`config.mk`:
```
export PLATFORM = sky130hd
export DESIGN_NAME = p_to_s
export DESIGN_NICKNAME = d
export VERILOG_FILES = /design/src/rtl/p_to_s.sv
export SDC_FILE = /design/constraint.sdc
export NUM_CORES = 1
export LEC_CHECK = 0
export BUFFER_PORTS_ARGS = -buffer_cell sky130_fd_sc_hd__buf_4
export CORE_MARGIN = 2
export CORE_UTILIZATION = 55
export DETAILED_ROUTE_END_ITERATION = 16
export HOLD_SLACK_MARGIN = 0.08
export PLACE_DENSITY_LB_ADDON = 0.12
export SLEW_MARGIN = 5
export SYNTH_ARGS = -nofsm -noshare
export SYNTH_HDL_FRONTEND = slang
export SYNTH_SLANG_ARGS = --single-unit
```
`constraint.sdc`:
```
create_clock -name clk -period 1.8 [get_ports clk]
set_input_delay 0.36 -clock clk [delete_from_list [all_inputs] [get_ports clk]]
set_output_delay 0.36 -clock clk [all_outputs]
set_load 0.05 [all_outputs]
```
`src/rtl/p_to_s.sv`:
```
// p_to_s: WIDTH-bit words in on valid/ready, emitted LSB first as one bit per serial transfer.
// The first bit follows an accept by one cycle. The outputs freeze while ready_b is low. ready_a drops while the hold register is full.
module p_to_s #(
  parameter int WIDTH = 6
) (
  input  logic             clk,
  input  logic             rst_n,
  input  logic             valid_a,
  input  logic [WIDTH-1:0] data_a,
  output logic             ready_a,
  output logic             valid_b,
  output logic             data_b,
  output logic             last_b,
  input  logic             ready_b
);

  localparam int            CW       = $clog2(WIDTH);
  localparam logic [CW-1:0] CNT_LAST = CW'(WIDTH - 1);

  typedef enum logic {
    IDLE,
    SHIFT
  } state_t;

  state_t           state_q, state_d;
  logic             init_q;
  logic [WIDTH-1:0] shift_q, shift_d;
  logic [WIDTH-1:0] hold_q, hold_d;
  logic             hold_vld_q, hold_vld_d;
  logic [CW-1:0]    cnt_q, cnt_d;
  logic             accept;
  logic             xfer;
  logic             is_last;

  // init_q keeps ready_a low for the first cycle after reset release.
  assign ready_a = init_q & ~hold_vld_q;
  assign valid_b = (state_q == SHIFT);
  assign data_b  = valid_b & shift_q[0];
  assign is_last = (cnt_q == CNT_LAST);
  assign last_b  = valid_b & is_last;
  assign accept  = valid_a & ready_a;
  assign xfer    = valid_b & ready_b;

  always_comb begin
    state_d    = state_q;
    shift_d    = shift_q;
    cnt_d      = cnt_q;
    hold_d     = hold_q;
    hold_vld_d = hold_vld_q;
    case (state_q)
      IDLE: begin
        if (accept) begin
          shift_d = data_a;
          cnt_d   = '0;
          state_d = SHIFT;
        end
      end
      SHIFT: begin
        if (xfer && is_last) begin
          // A held word has priority. Otherwise a word accepted on this edge bypasses the hold register.
          if (hold_vld_q) begin
            shift_d    = hold_q;
            cnt_d      = '0;
            hold_vld_d = 1'b0;
          end else if (accept) begin
            shift_d = data_a;
            cnt_d   = '0;
          end else begin
            state_d = IDLE;
          end
        end else begin
          if (xfer) begin
            shift_d = shift_q >> 1;
            cnt_d   = cnt_q + CW'(1);
          end
          if (accept) begin
            hold_d     = data_a;
            hold_vld_d = 1'b1;
          end
        end
      end
      default: state_d = IDLE;
    endcase
  end

  always_ff @(posedge clk or negedge rst_n) begin
    if (!rst_n) begin
      state_q    <= IDLE;
      init_q     <= 1'b0;
      shift_q    <= '0;
      hold_q     <= '0;
      hold_vld_q <= 1'b0;
      cnt_q      <= '0;
    end else begin
      state_q    <= state_d;
      init_q     <= 1'b1;
      shift_q    <= shift_d;
      hold_q     <= hold_d;
      hold_vld_q <= hold_vld_d;
      cnt_q      <= cnt_d;
    end
  end

endmodule

```
==> results of run 1 <==
-- cell type report --
cell class / count / area share
repair buffers: 16 / 0.0982
inverters: 4 / 0.0120
multi-input cells: 65 / 0.472
flip-flops and latches: 18 / 0.362
clock buffers: 4 / 0.0291
well taps: 27 / 0.0271
-- path summary, 6_finish.rpt --
check,start,to,slack [ns]
hold / removal,data_a[4],hold_q[4]$_DFFE_PN0P_,0.28
min in group asynchronous,rst_n,cnt_q[0]$_DFFE_PN0P_,0.44
setup / recovery,cnt_q[1]$_DFFE_PN0P_,last_b,0.08
max in group asynchronous,rst_n,valid_b$_DFF_PN0_,1.16
setup reg to reg,cnt_q[1]$_DFFE_PN0P_,shift_q[0]$_DFFE_PN0P_,0.24
hold reg to reg,shift_q[2]$_DFFE_PN0P_,shift_q[2]$_DFFE_PN0P_,0.49
-- sequential cells by signal, summed over array words and instances, names as in the netlist --
name / flops
valid_b: 1
shift_q: 6
cnt_q: 3
hold_vld_q: 1
init_q: 1
hold_q: 6
-- metrics by stage --
step | power (mW) | setup slack (ns) | util | hold WS, ns
2_1_floorplan | 1.50 | 0.166 | - | 0.0644
3_3_place_gp | 1.68 | 0.215 | 0.626 | 0.238
3_5_place_dp | 1.71 | 0.157 | 0.626 | 0.242
4_1_cts | 1.97 | 0.0211 | 0.651 | 0.278
5_1_grt | 2.14 | 0.00497 | 0.657 | 0.291
6_report | 1.99 | 0.0782 | 0.657 | 0.281
-- per-layer routing --
metal  global-route usage  up-vias
met5                    0        -
met4                0.114        0
met3               0.0222        5
met2                0.321       10
met1                0.271      358
li1                     -      378
-- layout by cell type, fill, tap and decap left out, drive strengths merged, types with 2 or more instances in the layout --
cell,instances
dfrtp,18
buf,15
a21oi,9
mux2,6
and3b,6
a21bo,5
o22a,5
and4bb,5
and2,4
inv,4
a211oi,4
clkbuf,4
nor2b,2
nand3,2
ha,2
-- what timing repair did --
action                                  CTS  global route
hold endpoints to repair                 18             0
hold buffers                              1             0
endpoints found under the setup margin    1             1
resized for setup                         1             1
gates cloned                              0             0
-- cell families (layout without fill, tap and decap cells) --
logic type                 Yosys count  after routing
buffers and inverters                9             24
DFF                                 18             18
adders and majority gates            2              2
AOI/OAI and AO/OA                   30             30
and+or+nand+nor                     25             25
other                                1              1
muxes                                7              7
-- power by group through the flow --
stage | Combinational, mW | Sequential, mW | Clock, mW
final | 0.961 | 0.765 | 0.259
after global routing | 1.06 | 0.800 | 0.278
after CTS | 0.949 | 0.761 | 0.264
after detailed placement | 0.940 | 0.770 | 0
after global placement | 0.915 | 0.762 | 0
after floorplan | 0.779 | 0.719 | 0
==> reports/qor.csv, run 1 <==
stage;metric;value;unit
floorplanning;die area;2330;sq um
synthesis;post-synth top area cell;dfrtp_1;
power_and_ir_drop;Sw Pwr;776;uW
synthesis;Synth Area in Adders;0.0232;
placed_design;DP Wirelength;1470;um
detailed_routing;Vias/cell;5.60;
sta;Max Freq;0.581;GHz
synthesis;Synth area leaders;dfrtp_1 42%, mux2_2 6.3%, a21bo_2 4.6%;
worst_setup_path;Crit Path Max Fanout;6;
detailed_routing;Pre-antenna DRT Iters;3;
detailed_routing;DR WL/cell;14.8;um
sta;Setup Viol. Count Final;0;
layout;Area Overhead vs Synth;15.8;%
synthesis;Top FF cell, synth;dfrtp_1;
worst_setup_path;worst r2r path cells;5;
floorplanning;I/O pins;14;
outcome;status;finished clean;
detailed_routing;Initial DRC Count;3;
sta;RSZ-0062 raised after global routing;no;
synthesis;post-synthesis async set-or-reset flop share;1.00;
grt;Overall Global Routing Usage;0.204;
grt;vias in the first global route;707;
clock_network;clk slew on worst S/H paths;0.11;ns
detailed_routing;final WL;1980;um
synthesis;count leader, synth;dfrtp_1;
worst_setup_path;Crit path max-delay family;flip-flops;
layout;Antenna Cells;0;
sta;Final period util;0.957;
worst_setup_path;Crit path depth;4;
sta;Final Hold Viols;0;
synthesis;Syn Inst Count;92;
detailed_routing;M1 wire length;940;um
clock_network;CTS buffer count;3;
layout;Sequential cell area;452;sq um
synthesis;xor and xnor area share after synthesis;0;
layout;Finished Cell Area;1250;sq um
grt;largest net degree at the start of global routing;20;
synthesis;Yosys top cell area share;0.418;
synthesis;yosys warns;0;
placed_design;Port Buffers;13;
placed_design;placed instance area;1190;sq um
layout;fill count;163;
floorplanning;row cnt;16;
clock_network;CTS tree;done;
layout;share of post-route cells with drive strength above 1;0.393;
synthesis;syn_nets;104;
placed_design;GPL Wtd Cong;0.832;
power_and_ir_drop;clock power share;0.131;
run;Max Cap Violations;0;
worst_setup_path;WP data arrival;1.36;ns
worst_hold_path;Hold Path Stages;2;
synthesis;Post-synth EDFFs;0;
detailed_routing;met2 wire length;954;um
worst_hold_path;hold crit path type;in2reg;
clock_network;H-Tree Depth;1;
sta;Slew Limit Fails;0;
floorplanning;Starting Density;0.567;
worst_setup_path;Worst EP required;1.44;ns
grt;Overflow after GRT;0;
layout;fin cells;134;
clock_network;clk sink count;18;
layout;multi-input logic area;589;sq um
power_and_ir_drop;PD cells;1590;nW/um^2
floorplanning;Die Ht;48.3;um
synthesis;Mapped Avg Cell Area;11.7;sq um
worst_setup_path;Crit Path Class;reg2out;
power_and_ir_drop;sequential share of power;0.385;
worst_setup_path;crit-path cells;inv_1, ha_4, and3_1, buf_4;
synthesis;post-synthesis mux area share;0.0719;
grt;first-pass GRT wire length;3160;um
floorplanning;Die X;48.3;um
layout;nets;120;
power_and_ir_drop;Leak;0.554;nW
worst_setup_path;CP max stage delay;0.40;ns
clock_network;Worst-Skew Late Latency;0.31;ns
power_and_ir_drop;Worst VDD drop;0.912;mV
sta;Final min period;1.72;ns
synthesis;Synth Area in Compound Gates;0.225;
synthesis;mapped cell area;1080;sq um
clock_network;CTS Root Cell;clkbuf_4;
sta;worst clock skew;0.00541;ns
power_and_ir_drop;Internal;1.21;mW
detailed_routing;Met3 Wirelength;41;um
clock_network;Clock Path Buffers;2;
worst_setup_path;CP Launch Type;register;
power_and_ir_drop;Gate power share;0.484;
placed_design;Placed Instances;129;
worst_setup_path;Critical-path top delay cell;dfrtp_1;
power_and_ir_drop;switch share;0.391;
sta;post-route setup TNS;0;ns
worst_setup_path;crit end category;output pin;
detailed_routing;Post-DRT Antenna Nets;0;
worst_setup_path;Critical path buffers and inverters;2;
grt;initial antenna violation count;0;
clock_network;number of post-CTS setup repair buffers;0;
synthesis;#FFs+latches synth;18;
detailed_routing;Vias;751;
synthesis;post-synth cell types;33;
detailed_routing;residual DRC count;0;
synthesis;simple-gate share of the synthesized area;0.211;
synthesis;commonest cells in the netlist;18 x dfrtp_1, 9 x a21oi_1, 6 x mux2_2;
detailed_routing;Top Metal Used;met4;
floorplanning;Core Region;1900;sq um
synthesis;combinational family with the most area after synthesis;compound AO/OA/AOI/OAI gates;
synthesis;sequential area share after synthesis;0.418;
Power figures use the tool's default switching activity.
==> run 2, diff against run 1 <==
--- a/config.mk
+++ b/config.mk
@@ -12,4 +12,5 @@
 export HOLD_SLACK_MARGIN = 0.08
 export PLACE_DENSITY_LB_ADDON = 0.12
+export REMOVE_ABC_BUFFERS = 1
 export SLEW_MARGIN = 5
 export SYNTH_ARGS = -nofsm -noshare
==> constraint.sdc (replaced) <==
create_clock -name clk -period 1.8 [get_ports clk]
set_input_delay 0.36 -clock clk [delete_from_list [all_inputs] [get_ports clk]]
set_output_delay 0.36 -clock clk [all_outputs]
set_load 0.1 [all_outputs]
==> run 2 against run 1 <==
Against the previous run:
- clock power decreased by 27%
- worst hold slack improved by 0.027 ns
- maximum frequency increased by 1.4%
- non-clock buffer count increased by 2
- final cell count increased by 0.75%
==> reports/qor.csv, run 2 (same netlist as run 1, synthesis figures left out) <==
stage;metric;value;unit;change
worst_setup_path;crit path to;last_b;;unchanged
floorplanning;row cnt;16;;unchanged
detailed_routing;Initial DRC Count;9;;was 3
placed_design;GPL Wtd Cong;0.854;;was 0.832
placed_design;Port Buffers;13;;unchanged
detailed_routing;Vias;784;;was 751
floorplanning;Core Region;1900;sq um;unchanged
worst_hold_path;hold crit path type;in2reg;;unchanged
worst_setup_path;WP data arrival;1.34;ns;was 1.36 ns
layout;most common cell after layout, fill and taps aside;dfrtp_1;;unchanged
floorplanning;Die Ht;48.3;um;unchanged
sta;hold slack;0.308;ns;was 0.281 ns
worst_setup_path;FF-to-FF End;shift_q[1]$_DFFE_PN0P_;;was shift_q[0]$_DFFE_PN0P_
placed_design;placed instance area;1190;sq um;about the same
worst_setup_path;crit end category;output pin;;unchanged
placed_design;pre-CTS WS;0.127;ns;was 0.157 ns
floorplanning;I/O pins;14;;unchanged
clock_network;clk sink count;18;;unchanged
sta;RSZ-0062 raised after global routing;no;;unchanged
power_and_ir_drop;Worst VDD drop;0.938;mV;was 0.912 mV
worst_setup_path;Crit Path Class;reg2out;;unchanged
power_and_ir_drop;Total Power;2.09;mW;was 1.99 mW
grt;largest net degree at the start of global routing;19;;was 20
power_and_ir_drop;PD cells;1660;nW/um^2;was 1590 nW/um^2
clock_network;Worst-Skew Late Latency;0.28;ns;was 0.31 ns
detailed_routing;Pre-antenna DRT Iters;4;;was 3
sta;Final Hold Viols;0;;unchanged
sta;Slew Limit Fails;0;;unchanged
sta;Max Freq;0.589;GHz;was 0.581 GHz
grt;initial antenna violation count;0;;unchanged
worst_setup_path;origin of the critical flop-to-flop path;cnt_q[1]$_DFFE_PN0P_;;unchanged
layout;Antenna Cells;0;;unchanged
clock_network;Clock Path Buffers;2;;unchanged
floorplanning;Die X;48.3;um;unchanged
layout;share of post-route cells with drive strength above 1;0.398;;was 0.393
placed_design;Placed Instances;129;;unchanged
power_and_ir_drop;Leak;0.559;nW;was 0.554 nW
clock_network;CTS Root Cell;clkbuf_4;;unchanged
layout;Finished Cell Area;1260;sq um;was 1250 sq um
worst_setup_path;worst r2r path cells;6;;was 5
layout;nets;122;;was 120
clock_network;CTS buffer count;3;;unchanged
grt;Overflow after GRT;0;;unchanged
sta;worst clock skew;0.000920;ns;was 0.00541 ns
sta;Final Worst Setup Slack;0.102;ns;was 0.0782 ns
clock_network;H-Tree Depth;1;;unchanged
worst_hold_path;Hold Path Stages;2;;unchanged
placed_design;DP Wirelength;1360;um;was 1470 um
worst_setup_path;Worst EP required;1.44;ns;about the same
detailed_routing;Vias/cell;5.81;;was 5.60
detailed_routing;final WL;1930;um;was 1980 um
sta;Setup Viol. Count Final;0;;unchanged
clock_network;CTS tree;done;;unchanged
sta;Final min period;1.70;ns;was 1.72 ns
floorplanning;Starting Density;0.567;;unchanged
worst_setup_path;CP Launch Type;register;;unchanged
detailed_routing;residual DRC count;0;;unchanged
layout;commonest cells after routing, fill and taps aside;17 x dfrtp_1, 16 x buf_4, 9 x a21oi_1;;was 17 x dfrtp_1, 15 x buf_4, 9 x a21oi_1
floorplanning;die area;2330;sq um;unchanged
worst_setup_path;r2r setup slk;0.18;ns;was 0.24 ns
grt;vias in the first global route;698;;was 707
layout;top flop regs;hold_q (6), shift_q (6), cnt_q (3);;unchanged
clock_network;clk slew on worst S/H paths;0.09;ns;was 0.11 ns
detailed_routing;Post-DRT Antenna Nets;0;;unchanged
run;Max Cap Violations;0;;unchanged
worst_setup_path;CP startpoint;cnt_q[1]$_DFFE_PN0P_;;unchanged
layout;Area Overhead vs Synth;17.1;%;was 15.8%
detailed_routing;DR WL/cell;14.3;um;was 14.8 um
outcome;status;finished clean;;unchanged
grt;first-pass GRT wire length;3040;um;was 3160 um
layout;fin cells;135;;was 134
grt;Overall Global Routing Usage;0.194;;was 0.204
sta;Final period util;0.944;;was 0.957
worst_setup_path;Crit Path Max Fanout;6;;unchanged
-- run 2: changes by cell type in the layout (fill, tap and decap cells not counted) --
| cell | change |
|---|---|
| buf_12 | +1 |
| buf_4 | +1 |
| clkbuf_8 | -1 |
-- run 2: power by group --
| group | switching [mW] | total [mW] | internal (mW) |
|---|---|---|---|
| Combinational | 0.604 | 1.14 | 0.540 |
| Clock | 0.113 | 0.190 | 0.0777 |
| Sequential | 0.174 | 0.756 | 0.582 |
-- run 2: worst max-delay path: stages, from the launching register on --
cell	delay, ns
dfrtp_1	0.39
inv_1	0.10
ha_4	0.17
and3_1	0.21
buf_12	0.18
-- run 2: timing repair --
item,4_1_cts,5_1_grt
setup buffers,0,2
resized for setup,4,2
hold endpoints to repair,18,0
hold buffers,1,0
endpoints found under the setup margin,1,2
-- run 2: per-stage QoR --
stage                util  setup TNS, ns
floorplan               -          -2.59
finish              0.664              0
global placement    0.625              0
detailed placement  0.625              0
global route        0.664              0
CTS                 0.653              0
-- run 2: layout make-up --
type                       count  area [sq um]
clock buffer                   3          22.5
inverter                       4          15.0
timing repair buffer          18           150
tap                           27          33.8
multi-input combinational     65           589
sequential                    18           452
fill                         161           639
-- run 2: worst min-delay path by stage --
stage	startpoint	to	slack (ns)
floorplan	rst_n	cnt_q[0]$_DFFE_PN0P_	0.06
detailed placement	rst_n	valid_b$_DFF_PN0_	0.24
global placement	rst_n	valid_b$_DFF_PN0_	0.24
CTS	data_a[4]	hold_q[4]$_DFFE_PN0P_	0.30
global route	data_a[0]	hold_q[0]$_DFFE_PN0P_	0.31
finish	data_a[4]	hold_q[4]$_DFFE_PN0P_	0.31
-- run 2: layer usage --
metal | global-route usage | vias to the layer above | share of wire
met5 | 0 | - | 0
met4 | 0.0973 | 0 | 0.021
met3 | 0.0333 | 4 | 0.038
met2 | 0.303 | 19 | 0.48
met1 | 0.260 | 382 | 0.46
li1 | - | 379 | -
==> run 3, diff against run 2 <==
Settings changed: ABC_AREA set to 1, CORE_ASPECT_RATIO set to 0.8.
==> run 3 against run 2 <==
Against the previous run:
- wire length rose by 9.7%
- sequential power fell by 5.6%
- global-route usage rose by 2.8 points
- synthesized cell count rose by 49%
- largest power group unchanged
- combinational power rose by 4%
- largest cell class unchanged
- power rose by 3.2%
- area after synthesis fell by 6.3%
- via count rose by 12%
==> reports/qor.csv, run 3 <==
stage;metric;value;unit;change
synthesis;Syn Inst Count;137;;was 92
worst_setup_path;WP data arrival;1.34;ns;about the same
synthesis;count leader, synth;nand2_1;;was dfrtp_1
layout;fill count;135;;was 161
grt;initial antenna violation count;0;;unchanged
worst_setup_path;Crit Path Class;reg2out;;unchanged
placed_design;Port Buffers;13;;unchanged
layout;Area Overhead vs Synth;18.9;%;was 17.1%
placed_design;DP Wirelength;1620;um;was 1360 um
power_and_ir_drop;switch share;0.498;;was 0.426
worst_setup_path;origin of the critical flop-to-flop path;cnt_q[1]$_DFFE_PN0P_;;unchanged
clock_network;number of post-CTS setup repair buffers;0;;unchanged
placed_design;GPL Wtd Cong;0.871;;was 0.854
layout;multi-input logic area;478;sq um;was 589 sq um
sta;Final Hold Viols;0;;unchanged
detailed_routing;residual DRC count;0;;unchanged
synthesis;post-synth top area cell;dfrtp_1;;unchanged
worst_hold_path;Hold Path Stages;3;;was 2
worst_setup_path;Critical-path top delay cell;dfrtp_1;;unchanged
floorplanning;I/O pins;14;;unchanged
grt;largest net degree at the start of global routing;19;;unchanged
sta;Slew Limit Fails;0;;unchanged
floorplanning;Core Region;1680;sq um;was 1900 sq um
sta;Final period util;0.946;;was 0.944
detailed_routing;final WL;2120;um;was 1930 um
power_and_ir_drop;clock power share;0.115;;was 0.091
synthesis;post-synthesis async set-or-reset flop share;1.00;;unchanged
synthesis;commonest cells in the netlist;36 x nand2_1, 22 x nor2_1, 19 x inv_1;;was 18 x dfrtp_1, 9 x a21oi_1, 6 x mux2_2
layout;Antenna Cells;0;;unchanged
layout;commonest cells after routing, fill and taps aside;36 x nand2_1, 21 x nor2_1, 19 x inv_1;;was 17 x dfrtp_1, 16 x buf_4, 9 x a21oi_1
synthesis;mapped cell area;1010;sq um;was 1080 sq um
clock_network;clk slew on worst S/H paths;0.10;ns;was 0.09 ns
grt;Overall Global Routing Usage;0.223;;was 0.194
power_and_ir_drop;Worst VDD drop;1.01;mV;was 0.938 mV
detailed_routing;Initial DRC Count;25;;was 9
synthesis;Synth area leaders;dfrtp_1 45%, nand2_1 13%, nor2_1 8.2%;;was dfrtp_1 42%, mux2_2 6.3%, a21bo_2 4.6%
grt;Overflow after GRT;0;;unchanged
worst_hold_path;hold wc startpoint;data_a[1];;was data_a[4]
power_and_ir_drop;Internal;1.08;mW;was 1.20 mW
sta;Setup Viol. Count Final;0;;unchanged
worst_setup_path;CP Launch Type;register;;unchanged
synthesis;Post-synth EDFFs;0;;unchanged
power_and_ir_drop;Total Power;2.16;mW;was 2.09 mW
worst_setup_path;worst r2r path cells;9;;was 6
synthesis;yosys warns;0;;unchanged
worst_setup_path;Crit Path Max Fanout;4;;was 6
power_and_ir_drop;PD cells;1790;nW/um^2;was 1660 nW/um^2
clock_network;CTS tree;done;;unchanged
worst_setup_path;crit-path cells;inv_1, ha_1, nand2_2, nor2_4, buf_12;;was inv_1, ha_4, and3_1, buf_12
detailed_routing;DR WL/cell;12.0;um;was 14.3 um
sta;RSZ-0062 raised after global routing;no;;unchanged
floorplanning;Die X;51.9;um;was 48.3 um
clock_network;CTS buffer count;3;;unchanged
clock_network;Clock Path Buffers;2;;unchanged
synthesis;sequential area share after synthesis;0.446;;was 0.418
worst_setup_path;Worst EP required;1.44;ns;about the same
outcome;status;finished clean;;unchanged
layout;share of post-route cells with drive strength above 1;0.200;;was 0.398
run;Max Cap Violations;0;;unchanged
clock_network;H-Tree Depth;1;;unchanged
detailed_routing;Vias/cell;4.96;;was 5.81
detailed_routing;Pre-antenna DRT Iters;4;;unchanged
layout;nets;168;;was 122
clock_network;clk sink count;18;;unchanged
sta;worst clock skew;0.000662;ns;was 0.000920 ns
synthesis;#FFs+latches synth;18;;unchanged
worst_hold_path;hold crit path type;in2reg;;unchanged
synthesis;post-synth cell types;20;;was 33
floorplanning;row cnt;13;;was 16
power_and_ir_drop;sequential share of power;0.331;;was 0.362
detailed_routing;Post-DRT Antenna Nets;0;;unchanged
power_and_ir_drop;Gate power share;0.554;;was 0.547
worst_setup_path;CP max stage delay;0.40;ns;was 0.39 ns
clock_network;CTS Root Cell;clkbuf_4;;unchanged
synthesis;Top FF cell, synth;dfrtp_1;;unchanged
sta;Final min period;1.70;ns;about the same
layout;most common cell after layout, fill and taps aside;nand2_1;;was dfrtp_1
layout;top flop regs;hold_q (6), shift_q (6), cnt_q (3);;unchanged
floorplanning;die area;2200;sq um;was 2330 sq um
synthesis;Mapped Avg Cell Area;7.38;sq um;was 11.7 sq um
floorplanning;Die Ht;42.3;um;was 48.3 um
sta;Max Freq;0.587;GHz;was 0.589 GHz
power_and_ir_drop;Leak;0.652;nW;was 0.559 nW
floorplanning;Starting Density;0.603;;was 0.567
synthesis;Yosys top cell area share;0.446;;was 0.418
clock_network;Worst-Skew Late Latency;0.29;ns;was 0.28 ns
grt;vias in the first global route;801;;was 698
worst_setup_path;CP startpoint;cnt_q[1]$_DFFE_PN0P_;;unchanged
power_and_ir_drop;Sw Pwr;1.07;mW;was 890 uW
layout;Sequential cell area;450;sq um;was 452 sq um
sta;hold slack;0.305;ns;was 0.308 ns
grt;first-pass GRT wire length;3570;um;was 3040 um
worst_setup_path;crit end category;output pin;;unchanged
detailed_routing;Vias;878;;was 784
-- run 3: changes by cell type after synthesis, moves of 6 or more --
cell,before,now
nand2_1,1,36
nor2_1,0,22
nand3_1,0,16
inv_1,4,19
a21oi_1,9,0
mux2_2,6,0
-- run 3: worst paths after layout --
path / to / slack, ns
min reg2reg: hold_q[1]$_DFFE_PN0P_ / 0.48
max in group asynchronous: shift_q[3]$_DFFE_PN0P_ / 1.15
max: last_b / 0.1
max reg2reg: shift_q[4]$_DFFE_PN0P_ / 0.22
min in group asynchronous: hold_q[1]$_DFFE_PN0P_ / 0.46
min: hold_q[1]$_DFFE_PN0P_ / 0.31
-- run 3: final cells by class --
cell class / count / share of cell area
multi-input cells: 96 / 0.398
flip-flops and latches: 18 / 0.375
repair buffers: 15 / 0.106
inverters: 22 / 0.0687
clock buffers: 4 / 0.0302
well taps: 22 / 0.0229
-- run 3: power by group through the flow --
stage               sequential [mW]  combinational, mW  clock [mW]
floorplan                     0.733              0.857           0
global placement              0.713               1.12           0
detailed placement            0.719               1.14           0
CTS                           0.711               1.15       0.256
global route                  0.734               1.33       0.274
finish                        0.714               1.19       0.248
-- run 3: kinds of logic after synthesis --
group                      Yosys count  share of synthesized area
buffers and inverters               23                     0.0891
adders and majority gates            2                     0.0247
and+or+nand+nor                     84                      0.370
AOI/OAI and AO/OA                    9                     0.0668
other                                1                    0.00371
DFF                                 18                      0.446
-- run 3: worst max-delay path: cells and delay by family (launching register included) --
| kind | cells | cell delay [ns] |
|---|---|---|
| simple gates | 2 | 0.25 |
| buf+inv | 2 | 0.25 |
| fa+ha+maj | 1 | 0.15 |
| flops | 1 | 0.40 |
-- run 3: layer usage --
| layer | wire [um] | vias up | GRT usage |
|---|---|---|---|
| met3 | 130 | 2 | 0.0857 |
| met5 | 0 | - | 0 |
| met1 | 1010 | 396 | 0.305 |
| met2 | 964 | 25 | 0.327 |
| met4 | 13 | 0 | 0.0632 |
| li1 | - | 455 | - |
-- run 3: per-stage QoR --
step                 util  cells  setup WS (ns)  TNS (ns)  instance area (sq um)
floorplan               -    136         -0.975     -1.50                   1000
global placement    0.678    172          0.358         0                   1140
detailed placement  0.678    172          0.256         0                   1140
CTS                 0.708    177         0.0269         0                   1190
global route        0.718    177        0.00172         0                   1200
finish              0.718    177         0.0976         0                   1200
-- run 3: repair_timing --
| item | in CTS | in global routing |
|---|---|---|
| endpoints found under the setup margin | 1 | 1 |
| cloned | 0 | 0 |
| endpoints found under the hold margin | 18 | 0 |
| resized for setup | 1 | 4 |
| hold buffers | 1 | 0 |
